### config.mk
export PLATFORM = sky130hd
export DESIGN_NAME = ebus_diag_responder
export DESIGN_NICKNAME = d
export VERILOG_FILES = /design/src/rtl/ebus_diag_pkg.sv /design/src/rtl/ebus_strobe_edge.sv /design/src/rtl/ebus_diag_responder.sv
export SDC_FILE = /design/constraint.sdc
export NUM_CORES = 1
export LEC_CHECK = 0
export ABC_CLOCK_PERIOD_IN_PS = 14900
export BUFFER_PORTS_ARGS = -buffer_cell sky130_fd_sc_hd__buf_2
export CORE_AREA = 2 2 144 146
export DETAILED_ROUTE_END_ITERATION = 8
export DIE_AREA = 0 0 146 148
export GPL_ROUTABILITY_DRIVEN = 0
export HOLD_SLACK_MARGIN = 0.06
export PLACE_DENSITY = 0.78
export SETUP_SLACK_MARGIN = 0.05
export SKIP_CTS_REPAIR_TIMING = 1
export SLEW_MARGIN = 20
export SYNTH_ARGS = -nofsm -noshare
export SYNTH_HDL_FRONTEND = slang
export SYNTH_SLANG_ARGS = --single-unit
### constraint.sdc
create_clock -name clk -period 14.9 [get_ports clk]
set_input_delay 2.235 -clock clk [delete_from_list [all_inputs] [get_ports clk]]
set_output_delay 2.235 -clock clk [all_outputs]
set_load 0.02 [all_outputs]
### src/rtl/ebus_diag_pkg.sv
// Shared definitions for the EBUS diagnostic responder: ds field positions,
// responder state encoding and the 36-bit EBUS word type (bit 0 = MSB).
package ebus_diag_pkg;

  // ds[0] selects read, ds[1:3] is the board address, ds[4:6] the register
  localparam int DS_RD_BIT      = 0;
  localparam int DS_BOARD_FIRST = 1;
  localparam int DS_BOARD_LAST  = 3;
  localparam int DS_BANK_BIT    = 4;  // 1 = status bank (read-only)
  localparam int DS_REG_FIRST   = 5;
  localparam int DS_REG_LAST    = 6;

  typedef enum logic [2:0] {
    IDLE,
    SETTLE,
    WRITE,
    READ,
    RELEASE,
    HOLD
  } tDiagRespState;

  typedef bit [0:35] tEbusWord;

  // Parity bit that makes the 37-bit group {w, p} contain an odd number of ones
  function automatic logic odd_parity(input logic [0:35] w);
    return ~(^w);
  endfunction

endpackage

### src/rtl/ebus_strobe_edge.sv
// Diag strobe edge detector: registers the strobe level and reports the
// rising and falling edges as single-cycle combinational pulses.
module ebus_strobe_edge (
  input  logic clk,
  input  logic i_rst,
  input  logic i_strobe,
  output logic o_rise,
  output logic o_fall
);

  logic r_strobe;

  // Previous-cycle strobe level; cleared by the board reset
  always_ff @(posedge clk or posedge i_rst) begin
    if (i_rst) r_strobe <= 1'b0;
    else       r_strobe <= i_strobe;
  end

  assign o_rise = i_strobe & ~r_strobe;
  assign o_fall = ~i_strobe & r_strobe;

endmodule

### src/rtl/ebus_diag_responder.sv
// EBUS diagnostic-function responder. Claims diag strobes addressed to
// BOARD_SEL, latches writes into four control registers and drives reads of
// control/status registers onto EBUS data until the strobe drops.
// Optional feature macro: EBUS_DIAG_PARITY_EN adds EBUS parity generation on
// reads and a sticky parity-error flag checked on writes.
module ebus_diag_responder
  import ebus_diag_pkg::*;
#(
  parameter logic [2:0] BOARD_SEL      = 3'o0,
  parameter int         SETTLE_CYCLES  = 2,
  parameter int         RELEASE_CYCLES = 1
) (
  input  logic        clk,
  input  logic        CROBAR,
  input  logic [0:6]  ebus_ds,
  input  logic        ebus_diag_strobe,
  input  logic [0:35] ebus_data_in,
  output logic [0:35] ebus_data_out,
  output logic        ebus_driving,
  output logic [0:35] diag_regs [0:3],
  input  logic [0:35] status [0:3],
  output logic        wr_pulse,
  output logic [0:1]  wr_sel
`ifdef EBUS_DIAG_PARITY_EN
  ,
  input  logic        ebus_par_in,
  output logic        ebus_par_out,
  output logic        par_err
`endif
);

  tDiagRespState r_state, w_state_next;
  logic [2:0]    r_cnt, w_cnt_next;
  logic [0:6]    r_ds;
  tEbusWord      r_sample;
  logic          r_driving, w_driving_next;
  logic          r_wr_pulse;
  logic [0:1]    r_wr_sel;
  logic          w_rise, w_fall, w_claim;
  logic          w_ds_load, w_sample_load, w_do_write;
  logic [0:1]    w_reg_idx;
  logic [0:35]   w_rd_word;

  ebus_strobe_edge u_strobe_edge (
    .clk      (clk),
    .i_rst    (CROBAR),
    .i_strobe (ebus_diag_strobe),
    .o_rise   (w_rise),
    .o_fall   (w_fall)
  );

  assign w_claim   = (ebus_ds[DS_BOARD_FIRST:DS_BOARD_LAST] == BOARD_SEL);
  assign w_reg_idx = r_ds[DS_REG_FIRST:DS_REG_LAST];

  // State register
  always_ff @(posedge clk or posedge CROBAR) begin
    if (CROBAR) r_state <= IDLE;
    else        r_state <= w_state_next;
  end

  // Next-state and per-state control strobes
  always_comb begin
    w_state_next   = r_state;
    w_cnt_next     = r_cnt;
    w_driving_next = r_driving;
    w_ds_load      = 1'b0;
    w_sample_load  = 1'b0;
    w_do_write     = 1'b0;
    case (r_state)
      IDLE: begin
        if (w_rise && w_claim) begin
          w_ds_load = 1'b1;
          if (ebus_ds[DS_RD_BIT]) begin
            w_state_next   = READ;
            w_driving_next = 1'b1;
          end else begin
            w_state_next = SETTLE;
            w_cnt_next   = 3'(SETTLE_CYCLES - 1);
          end
        end
      end
      SETTLE: begin
        // A strobe drop before the data settles abandons the write
        if (w_fall) begin
          w_state_next = IDLE;
        end else if (r_cnt == 3'd0) begin
          w_sample_load = 1'b1;
          w_state_next  = WRITE;
        end else begin
          w_cnt_next = r_cnt - 3'd1;
        end
      end
      WRITE: begin
        // Status-bank indices are read-only; such writes vanish quietly
        w_do_write   = ~r_ds[DS_BANK_BIT];
        w_state_next = HOLD;
      end
      READ: begin
        if (w_fall) begin
          if (RELEASE_CYCLES == 0) begin
            w_driving_next = 1'b0;
            w_state_next   = IDLE;
          end else begin
            w_cnt_next   = 3'(RELEASE_CYCLES - 1);
            w_state_next = RELEASE;
          end
        end
      end
      RELEASE: begin
        // Strobe activity here is ignored; a rise during release is lost
        if (r_cnt == 3'd0) begin
          w_driving_next = 1'b0;
          w_state_next   = IDLE;
        end else begin
          w_cnt_next = r_cnt - 3'd1;
        end
      end
      HOLD: begin
        if (!ebus_diag_strobe) w_state_next = IDLE;
      end
      default: begin
        w_state_next   = IDLE;
        w_driving_next = 1'b0;
      end
    endcase
  end

  // Transaction capture: ds on the claimed rise, data at the end of settle
  always_ff @(posedge clk or posedge CROBAR) begin
    if (CROBAR) begin
      r_cnt      <= 3'd0;
      r_ds       <= 7'd0;
      r_sample   <= '0;
      r_driving  <= 1'b0;
      r_wr_pulse <= 1'b0;
      r_wr_sel   <= 2'd0;
    end else begin
      r_cnt      <= w_cnt_next;
      r_driving  <= w_driving_next;
      r_wr_pulse <= w_do_write;
      if (w_ds_load)     r_ds     <= ebus_ds;
      if (w_sample_load) r_sample <= ebus_data_in;
      if (w_do_write)    r_wr_sel <= w_reg_idx;
    end
  end

  genvar gi;
  generate
    for (gi = 0; gi < 4; gi++) begin : g_ctl_reg
      tEbusWord r_reg;
      // Control register gi: loaded from the settled sample by a claimed write
      always_ff @(posedge clk or posedge CROBAR) begin
        if (CROBAR)                                r_reg <= '0;
        else if (w_do_write && w_reg_idx == 2'(gi)) r_reg <= r_sample;
      end
      assign diag_regs[gi] = r_reg;
    end
  endgenerate

  // Read data follows the selected register live for as long as we drive
  assign w_rd_word     = r_ds[DS_BANK_BIT] ? status[w_reg_idx] : diag_regs[w_reg_idx];
  assign ebus_data_out = r_driving ? w_rd_word : 36'd0;
  assign ebus_driving  = r_driving;
  assign wr_pulse      = r_wr_pulse;
  assign wr_sel        = r_wr_sel;

`ifdef EBUS_DIAG_PARITY_EN
  logic r_par_sample, r_par_err;
  logic w_par_bad, w_par_clear;

  // The sampled group must carry odd parity; an even count is an error
  assign w_par_bad   = ~(^{r_sample, r_par_sample});
  // Writing register 3 with bit 0 set is the software clear of the flag
  assign w_par_clear = w_do_write && (w_reg_idx == 2'd3) && r_sample[0];

  // Parity bit captured with the data, and the sticky error flag
  always_ff @(posedge clk or posedge CROBAR) begin
    if (CROBAR) begin
      r_par_sample <= 1'b0;
      r_par_err    <= 1'b0;
    end else begin
      if (w_sample_load) r_par_sample <= ebus_par_in;
      if (w_par_clear)                             r_par_err <= 1'b0;
      else if ((r_state == WRITE) && w_par_bad)    r_par_err <= 1'b1;
    end
  end

  assign ebus_par_out = r_driving ? odd_parity(ebus_data_out) : 1'b0;
  assign par_err      = r_par_err;
`endif

endmodule
==> key figures, run 1 <==
Synthesis
  • Combinational family with the most area after synthesis: multiplexers
  • Ys flop type: dfrtp_1
  • Synth Area in Compound Gates: 1.28%
  • XOR/XNOR share of the synthesized area: 0.176%
  • YS warnings: 0
  • Post-synthesis register bit count: 194
  • Post-Synth Adder-Cell Area: 0.252%
  • Sequential fraction of the synthesis area: 48.9%
  • Async set-reset flop share out of synthesis: 100%
  • Post-Synthesis Mean Instance Area: 15.7 um2
  • Distinct cells, synth: 41
  • Post-synth EDFFs: 0
  • Mux contribution to synthesized area: 42.0%
  • Synth Area in Simple Gates: 4.35%
  • Syn_nets: 824
  • Synthesized cell area: 9930 um2
  • Synthesized instance count: 632

Detailed routing
  • Pre-antenna DRT Iters: 5
  • Drt total wl: 27600 um
  • Vias per inst: 5.59
  • Post-route ant nets: 0
  • Residual DRC: 0
  • Wire length per cell: 21.7 um
  • Initial drt markers: 313
  • Vias: 7100

GRT
  • Remaining Overflow, GRT: 0
  • Global-route usage over all layers: 25.5%
  • Largest net degree at the start of global routing: 119
  • Global-route wire length before repair: 42100 um
  • Vias in the first global route: 7320
  • Initial antenna violation count: 1

Layout
  • Synthesis-to-finish area growth: 26.4%
  • # diodes: 0
  • Nets: 1179
  • Share of post-route cells with drive strength above 1: 67.9%
  • Commonest non-fill, non-tap cell in the layout: buf_2
  • # fillers: 1553
  • Max reg flops: 144
  • Most frequent cells in the layout: 373 x buf_2, 191 x dfrtp_1, 154 x mux2_2
  • Non-Filler Instances: 1270
  • Multi-input gate area: 4790 um2
  • Seq. cell area: 4860 um2

Worst hold path
  • HP Class: reg -> reg

Run
  • Max-cap violations: 0

Die
  • I/O pin total: 374
  • Initial Util: 49.6%
  • Die height: 148 um
  • Core area: 20000 um2
  • Die area: 21600 um2
  • FP Rows: 52
  • Die Wd: 146 um

Critical path
  • Setup crit start kind: input port
  • CP max FO: 1
  • CP cell instances: buf_2 -> mux4_2 -> mux2i_1 -> nor2b_1 -> buf_2
  • CP required: 12.66 ns
  • CP Capture Type: primary output
  • CP arrival: 3.22 ns
  • Cell repeated most along the worst path: buf_2
  • CP max stage delay: 0.49 ns
  • Crit Path Category: in -> out
  • Crit path max-delay cell type: mux4_2

STA
  • Setup-failing EPs final: 0
  • Slew @ Worst Pin: 1.07 ns
  • Final hold vios: 0
  • Min cycle time layout: 5.45 ns
  • Hold WS: 0.509 ns
  • Final max-slew violation count: 0
  • Sum Neg Setup Slack: 0 ns
  • Fin worst setup slack: 9.45 ns
  • Clock skew: 0.0102 ns
  • Max-Slew Margin vs Limit: 28.2%
  • Tcrit/Tclk final: 36.6%
  • RSZ-0062 raised after global routing: false
  • Fmax: 183 MHz

Clock network
  • # clock sinks: 194
  • CTS clk-pin slew, worst paths: 0.07 ns
  • Clk root buf: clkbuf_16
  • Skew-Pair Late Insertion Delay: 0.42 ns
  • Clock Path Buffers: 2
  • CTS tree: built
  • H-tree depth: 4
  • CTS Buf Count: 17

Power
  • Leakage power: 0.00664 uW
  • Max rail drop VDD: 90.0 uV
  • PwrDens: 158 nW/um2
  • Tot Pwr: 1990 uW

Placed design
  • Hpwl dp: 19200 um
  • Cells after DPL: 1237
  • Pre-CTS WS: 9.44 ns
  • IO Port Bufs: 373

Status
  • Status: completed
==> final cells by class <==
cell class | instances | area share (%)
clock inverter | 10 | 0.986
multi-input combinational | 385 | 38.1
clock buffer | 22 | 3.70
timing repair buffer | 383 | 15.6
inverter | 6 | 0.239
sequential | 194 | 38.7
tap | 270 | 2.69
==> cells in the mapped netlist, types with 5 or more instances <==
master	n	area, um2
dfrtp_1	194	4850
mux2_2	154	1730
mux4_2	72	1620
nor2b_1	38	238
mux2i_1	37	370
mux2_4	30	450
buf_2	22	110
clkbuf_1	12	45.0
o21ai_0	9	45.0
inv_1	6	22.5
nand2b_1	6	37.5
buf_4	5	37.5
==> worst paths after layout <==
| check | depth (start not counted) | startpoint | end | slack (ns) |
|---|---|---|---|---|
| max | 5 | status[58] | ebus_data_out[13] | 9.45 |
| min | 1 | wr_sel[0]$_DFFE_PP0P_ | wr_sel[0]$_DFFE_PP0P_ | 0.51 |
| max reg2reg | 4 | r_ds[6]$_DFFE_PP0P_ | g_ctl_reg[2].r_reg[26]$_DFFE_PP0P_ | 11.37 |
| min reg2reg | 1 | wr_sel[0]$_DFFE_PP0P_ | wr_sel[0]$_DFFE_PP0P_ | 0.51 |
| max in group asynchronous | 3 | CROBAR | r_sample[13]$_DFFE_PP0P_ | 11.40 |
| min in group asynchronous | 2 | CROBAR | g_ctl_reg[3].r_reg[9]$_DFFE_PP0P_ | 1.97 |
==> report_power, final <==
part	switching, uW	internal, uW	total [uW]	leakage [uW]
Combinational	340	378	718	0.00373
Sequential	173	636	809	0.00263
Clock	201	259	459	0.000282
==> routing by layer <==
metal  part of all wire (%)  vias up  track usage [%]
met5                      0        -                0
met4                    1.2        0             5.68
met3                    6.2       26             5.65
met2                     51      307             44.2
met1                     42     3679             33.2
li1                       -     3088                -
==> critical path, delay by kind of cell <==
family	cells	cell delay, ns
AND/OR/NAND/NOR	1	0.06
buffers and inverters	2	0.27
multiplexers	2	0.66
==> logic make-up (layout without fill, tap and decap cells) <==
group	Yosys count	after routing
and+or+nand+nor	68	68
buffers and inverters	53	421
DFF	194	194
muxes	293	293
AOI/OAI and AO/OA	20	20
adders and majority gates	2	2
xor gates and xnor gates	2	2
==> stage by stage <==
stage / utilization [%] / area [um2]
3_5_place_dp: 59.7 / 12000
5_1_grt: 62.7 / 12600
2_1_floorplan: - / 9930
3_3_place_gp: 59.7 / 12000
6_report: 62.7 / 12600
4_1_cts: 62.6 / 12500
(Power assumes the default switching activity.)
==> run 2, diff against run 1 <==
--- a/config.mk
+++ b/config.mk
@@ -5,7 +5,7 @@
 export SDC_FILE = /design/constraint.sdc
 export NUM_CORES = 1
 export LEC_CHECK = 0
-export ABC_CLOCK_PERIOD_IN_PS = 14900
+export ABC_CLOCK_PERIOD_IN_PS = 5100
 export BUFFER_PORTS_ARGS = -buffer_cell sky130_fd_sc_hd__buf_2
 export CORE_AREA = 2 2 144 146
 export DETAILED_ROUTE_END_ITERATION = 8
==> constraint.sdc (replaced) <==
create_clock -name clk -period 5.1 [get_ports clk]
set_input_delay 0.765 -clock clk [delete_from_list [all_inputs] [get_ports clk]]
set_output_delay 0.765 -clock clk [all_outputs]
set_load 0.02 [all_outputs]
==> run 2 against run 1 <==
Effect of this change:
- wire length is 3.2% lower
- worst setup slack got worse by 8.2 ns
- count of clock-buffer cells in the layout is 4 lower
- combinational power rose to 2.8 times the previous value
- register-to-register slack got worse by 9.1 ns
- critical path type is now reg -> out
- final area about the same
- global-route usage fell by 0.52 points
- sequential power grew to 3.0 times the previous value
- sequential share of layout area is essentially flat
- largest power group unchanged
==> key figures, run 2 (synthesis results as in run 1) <==
Status
  • Status: completed

Detailed routing
  • Routed wl met2: 13800 um
  • Pre-antenna DRT Iters: 4
  • Drt total wl: 26700 um
  • Post-route ant nets: 0
  • Initial drt markers: 226
  • WL met1: 10700 um
  • Max Used Layer: met5
  • Residual DRC: 0
  • Wire length on met3: 1820 um
  • Vias: 6975
  • Wire length per cell: 21.0 um
  • Vias per inst: 5.49

Power
  • PwrDens: 455 nW/um2
  • Leakage power: 0.00665 uW
  • Max rail drop VDD: 222 uV

STA
  • Sum Neg Setup Slack: 0 ns
  • RSZ-0062 raised after global routing: false
  • Max-Slew Margin vs Limit: 28.5%
  • Tcrit/Tclk final: 75.4%
  • Min cycle time layout: 3.85 ns
  • Slew @ Worst Pin: 1.07 ns
  • Final max-slew violation count: 0
  • Fmax: 260 MHz
  • Setup-failing EPs final: 0
  • Clock skew: 0.0121 ns
  • Final hold vios: 0
  • Fin worst setup slack: 1.25 ns

Critical path
  • CP Capture Type: primary output
  • CP cell instances: buf_4 -> mux4_2 -> mux2i_1 -> nor2b_1 -> buf_2
  • Critical path's top delay family: flip-flops
  • Setup crit start kind: register
  • Crit path max-delay cell type: dfrtp_4
  • Crit Path Category: reg -> out
  • CP max stage delay: 1.06 ns
  • CP arrival: 3.08 ns
  • CP max FO: 51
  • CP required: 4.34 ns
  • Worst path bufs/invs: 2

Clock network
  • CTS clk-pin slew, worst paths: 0.08 ns
  • CTS tree: built
  • # clock sinks: 194
  • Clock Path Buffers: 2
  • Clk root buf: clkbuf_16
  • Skew-Pair Late Insertion Delay: 0.43 ns
  • H-tree depth: 4
  • CTS Buf Count: 17

Die
  • Initial Util: 49.6%
  • Die Wd: 146 um
  • Die area: 21600 um2
  • I/O pin total: 374
  • Die height: 148 um
  • FP Rows: 52
  • Core area: 20000 um2

Placed design
  • Pre-CTS WS: 1.66 ns
  • IO Port Bufs: 373
  • Hpwl dp: 19100 um

Worst hold path
  • HP Class: in -> async

GRT
  • Remaining Overflow, GRT: 0
  • Global-route usage over all layers: 25.0%
  • Global-route wire length before repair: 41100 um
  • Vias in the first global route: 7029
  • Largest net degree at the start of global routing: 195
  • Initial antenna violation count: 2

Layout
  • Nets: 1180
  • Synthesis-to-finish area growth: 26.4%
  • Most frequent cells in the layout: 373 x buf_2, 191 x dfrtp_1, 154 x mux2_2
  • Max reg flops: 144
  • # diodes: 0
  • Share of post-route cells with drive strength above 1: 68.2%
  • Commonest non-fill, non-tap cell in the layout: buf_2

Run
  • Max-cap violations: 0
## run 2: report_power, final
part,switching [uW],internal (uW)
Combinational,903,1100
Sequential,557,1860
Clock,633,655
## run 2: per-layer routing
| layer | GRT usage (%) | up-vias |
|---|---|---|
| met5 | 0 | - |
| met2 | 43.1 | 294 |
| met1 | 32.2 | 3555 |
| li1 | - | 3098 |
| met3 | 6.17 | 24 |
| met4 | 5.73 | 4 |
## run 2: worst paths after layout
kind | from | to | slack (ns) | cells after the start
setup / recovery | r_ds[6]$_DFFE_PP0P_ | ebus_data_out[24] | 1.25 | 5
hold / removal | CROBAR | g_ctl_reg[3].r_reg[26]$_DFFE_PP0P_ | 0.44 | 3
setup reg to reg | r_ds[5]$_DFFE_PP0P_ | g_ctl_reg[1].r_reg[34]$_DFFE_PP0P_ | 2.25 | 3
hold reg to reg | wr_sel[0]$_DFFE_PP0P_ | wr_sel[0]$_DFFE_PP0P_ | 0.51 | 1
max in group asynchronous | CROBAR | g_ctl_reg[2].r_reg[4]$_DFFE_PP0P_ | 3.78 | 4
min in group clk | ebus_diag_strobe | u_strobe_edge.r_strobe$_DFF_PP0_ | 0.49 | 1
## run 2: layout make-up
type,count,area (um2)
fillers,1544,7480
flip-flops and latches,194,4860
multi-input cells,385,4790
repair buffers,384,1980
clock buffers,18,439
well taps,270,338
clock inverters,13,119
inverters,6,26.3
## run 2: metrics by stage
| step | power, uW | hold WS (ns) | instances | area [um2] | utilization, % |
|---|---|---|---|---|---|
| final | 5710 | 0.442 | 1270 | 12600 | 62.7 |
| after global routing | 6010 | 0.475 | 1270 | 12600 | 62.7 |
| after CTS | 5750 | 0.470 | 1269 | 12500 | 62.5 |
| after detailed placement | 4460 | 0.494 | 1238 | 12000 | 59.7 |
| after global placement | 4400 | 0.486 | 1238 | 12000 | 59.7 |
| after floorplan | 3800 | 0.487 | 632 | 9940 | - |
## run 2: worst reg2reg max path, cell delays in order (launching register included)
cell     delay (ns)
dfrtp_4        1.11
or2_2          0.74
buf_4          0.51
mux2_2         0.39
==> run 3, diff against run 2 <==
--- a/config.mk
+++ b/config.mk
@@ -5,7 +5,7 @@
 export SDC_FILE = /design/constraint.sdc
 export NUM_CORES = 1
 export LEC_CHECK = 0
-export ABC_CLOCK_PERIOD_IN_PS = 5100
+export ABC_CLOCK_PERIOD_IN_PS = 3600
 export BUFFER_PORTS_ARGS = -buffer_cell sky130_fd_sc_hd__buf_2
 export CORE_AREA = 2 2 144 146
 export DETAILED_ROUTE_END_ITERATION = 8
==> constraint.sdc (replaced) <==
create_clock -name clk -period 3.6 [get_ports clk]
set_input_delay 0.54 -clock clk [delete_from_list [all_inputs] [get_ports clk]]
set_output_delay 0.54 -clock clk [all_outputs]
set_load 0.02 [all_outputs]
==> run 3 against run 2 <==
Effect of this change:
- non-clock buffer count increased by 4
- largest cell class unchanged
- power up 44%
- flip-flop and latch count is the same
- first-iteration DRC count rose by 92%
- hold slack worse by 0.24 ns
- critical path depth unchanged
- final cell count up 0.47%
- critical endpoint is now ebus_data_out[28]
- clock power rose by 48%
- global-route usage grew 0.22 points
- clock skew decreased by 0.0021 ns
- sequential share of layout area decreased by 0.26 points
==> key figures, run 3 (synthesis results as in run 1) <==
Status
  • Status: completed

Critical path
  • Worst R2R Start: r_cnt[0]$_DFFE_PP0P_
  • CP Capture Type: primary output
  • Setup crit start kind: register
  • Crit Path Category: reg -> out
  • CP required: 3.06 ns
  • CP arrival: 2.57 ns
  • CP max FO: 56
  • R2r setup slk: 1.01 ns
  • CP Launch Point: r_ds[5]$_DFFE_PP0P_

STA
  • Fmax: 322 MHz
  • Sum Neg Setup Slack: 0 ns
  • Final hold vios: 0
  • Min cycle time layout: 3.11 ns
  • Fin worst setup slack: 0.492 ns
  • Clock skew: 0.0100 ns
  • Final max-slew violation count: 0
  • Max-Slew Margin vs Limit: 47.3%
  • Setup-failing EPs final: 0
  • Tcrit/Tclk final: 86.3%
  • Slew @ Worst Pin: 0.791 ns
  • RSZ-0062 raised after global routing: false

Detailed routing
  • Vias: 7074
  • Pre-antenna DRT Iters: 4
  • Post-route ant nets: 0
  • Drt total wl: 27000 um
  • Residual DRC: 0
  • Wire length per cell: 21.2 um
  • Vias per inst: 5.54
  • Initial drt markers: 434

Power
  • Cell internal pwr: 5270 uW
  • Clock share of power: 23.3%
  • Sequential share of power: 39.7%
  • PwrDens: 649 nW/um2
  • Combinational power share: 37.0%
  • Switching share of power: 35.8%
  • Tot Pwr: 8200 uW
  • Max rail drop VDD: 420 uV
  • NetSw: 2930 uW
  • Leakage power: 0.00668 uW

GRT
  • Global-route wire length before repair: 41600 um
  • Remaining Overflow, GRT: 0
  • Global-route usage over all layers: 25.2%
  • Largest net degree at the start of global routing: 81
  • Initial antenna violation count: 3
  • Vias in the first global route: 7270

Die
  • Initial Util: 49.6%
  • I/O pin total: 374
  • Die Wd: 146 um
  • Die area: 21600 um2
  • Die height: 148 um
  • Core area: 20000 um2
  • FP Rows: 52

Run
  • Max-cap violations: 0

Placed design
  • Hpwl dp: 19600 um
  • IO Port Bufs: 373
  • Pre-CTS WS: 0.947 ns
  • Cells after DPL: 1243

Clock network
  • H-tree depth: 4
  • CTS Buf Count: 17
  • Skew-Pair Late Insertion Delay: 0.43 ns
  • Clock Path Buffers: 2
  • CTS tree: built
  • CTS clk-pin slew, worst paths: 0.07 ns
  • Clk root buf: clkbuf_16
  • # clock sinks: 194

Layout
  • Synthesis-to-finish area growth: 27.2%
  • Non-Filler Instances: 1276
  • Seq. cell area: 4860 um2
  • Max reg flops: 144
  • Most frequent cells in the layout: 373 x buf_2, 191 x dfrtp_1, 154 x mux2_2
  • # fillers: 1538
  • Share of post-route cells with drive strength above 1: 68.1%
  • Commonest non-fill, non-tap cell in the layout: buf_2
  • Multi-input gate area: 4790 um2
  • Nets: 1184

Worst hold path
  • HP Class: in -> async
==> run 3: changes by cell type in the layout (fill, tap and decap cells not counted), moves of 2 or more <==
| cell | delta |
|---|---|
| clkbuf_1 | +2 |
| bufinv_16 | +2 |
| inv_8 | -2 |
| clkinv_4 | -2 |
| diode_2 | +2 |
| buf_4 | +2 |
| buf_12 | +3 |
==> run 3: path summary, 6_finish.rpt <==
path	to	cells after the start
worst min register to register	wr_pulse$_DFF_PP0_	1
worst min-delay path	r_sample[25]$_DFFE_PP0P_	2
worst max register to register	r_sample[24]$_DFFE_PP0P_	7
max in group asynchronous	r_ds[6]$_DFFE_PP0P_	3
worst max-delay path	ebus_data_out[28]	5
min in group clk	u_strobe_edge.r_strobe$_DFF_PP0_	1
==> run 3: layout make-up <==
| class | instances | share of cell area (%) |
|---|---|---|
| Timing Repair Buffer | 388 | 16.1 |
| Multi-Input combinational cell | 385 | 37.9 |
| Sequential cell | 194 | 38.5 |
| Inverter | 6 | 0.208 |
| Tap cell | 270 | 2.67 |
| Clock buffer | 20 | 3.53 |
| Antenna cell | 2 | 0.0396 |
| Clock inverter | 11 | 1.13 |
==> run 3: metal layers <==
| layer | part of all wire [%] | global-route usage (%) | wire [um] | vias up |
|---|---|---|---|---|
| met4 | 1.6 | 6.99 | 424 | 2 |
| met1 | 41 | 32.6 | 11100 | 3646 |
| met3 | 6.1 | 6.02 | 1650 | 28 |
| li1 | - | - | - | 3099 |
| met5 | 0.059 | 0 | 16 | - |
| met2 | 51 | 42.9 | 13800 | 299 |
==> run 3: through the flow <==
stage / area (um2) / utilization, % / hold WS, ns
floorplan: 9940 / - / 0.487
global placement: 12000 / 60.1 / 0.506
detailed placement: 12000 / 60.1 / 0.499
CTS: 12600 / 63.0 / 0.204
global route: 12600 / 63.1 / 0.234
finish: 12600 / 63.1 / 0.203
==> run 3: power by group through the flow <==
stage	registers, uW	logic, uW	clock network, uW
after floorplan	3290	2100	0
after global placement	3270	3010	0
after detailed placement	3290	3070	0
after CTS	3250	3070	1960
after global routing	3330	3260	2050
final	3250	3040	1910
==> run 3: worst max-delay path: stages, from the launching register on <==
cell and delay (ns):
dfrtp_4 0.94, buf_4 0.44, mux4_2 0.35, mux2i_1 0.17, nor2b_1 0.06, buf_2 0.15
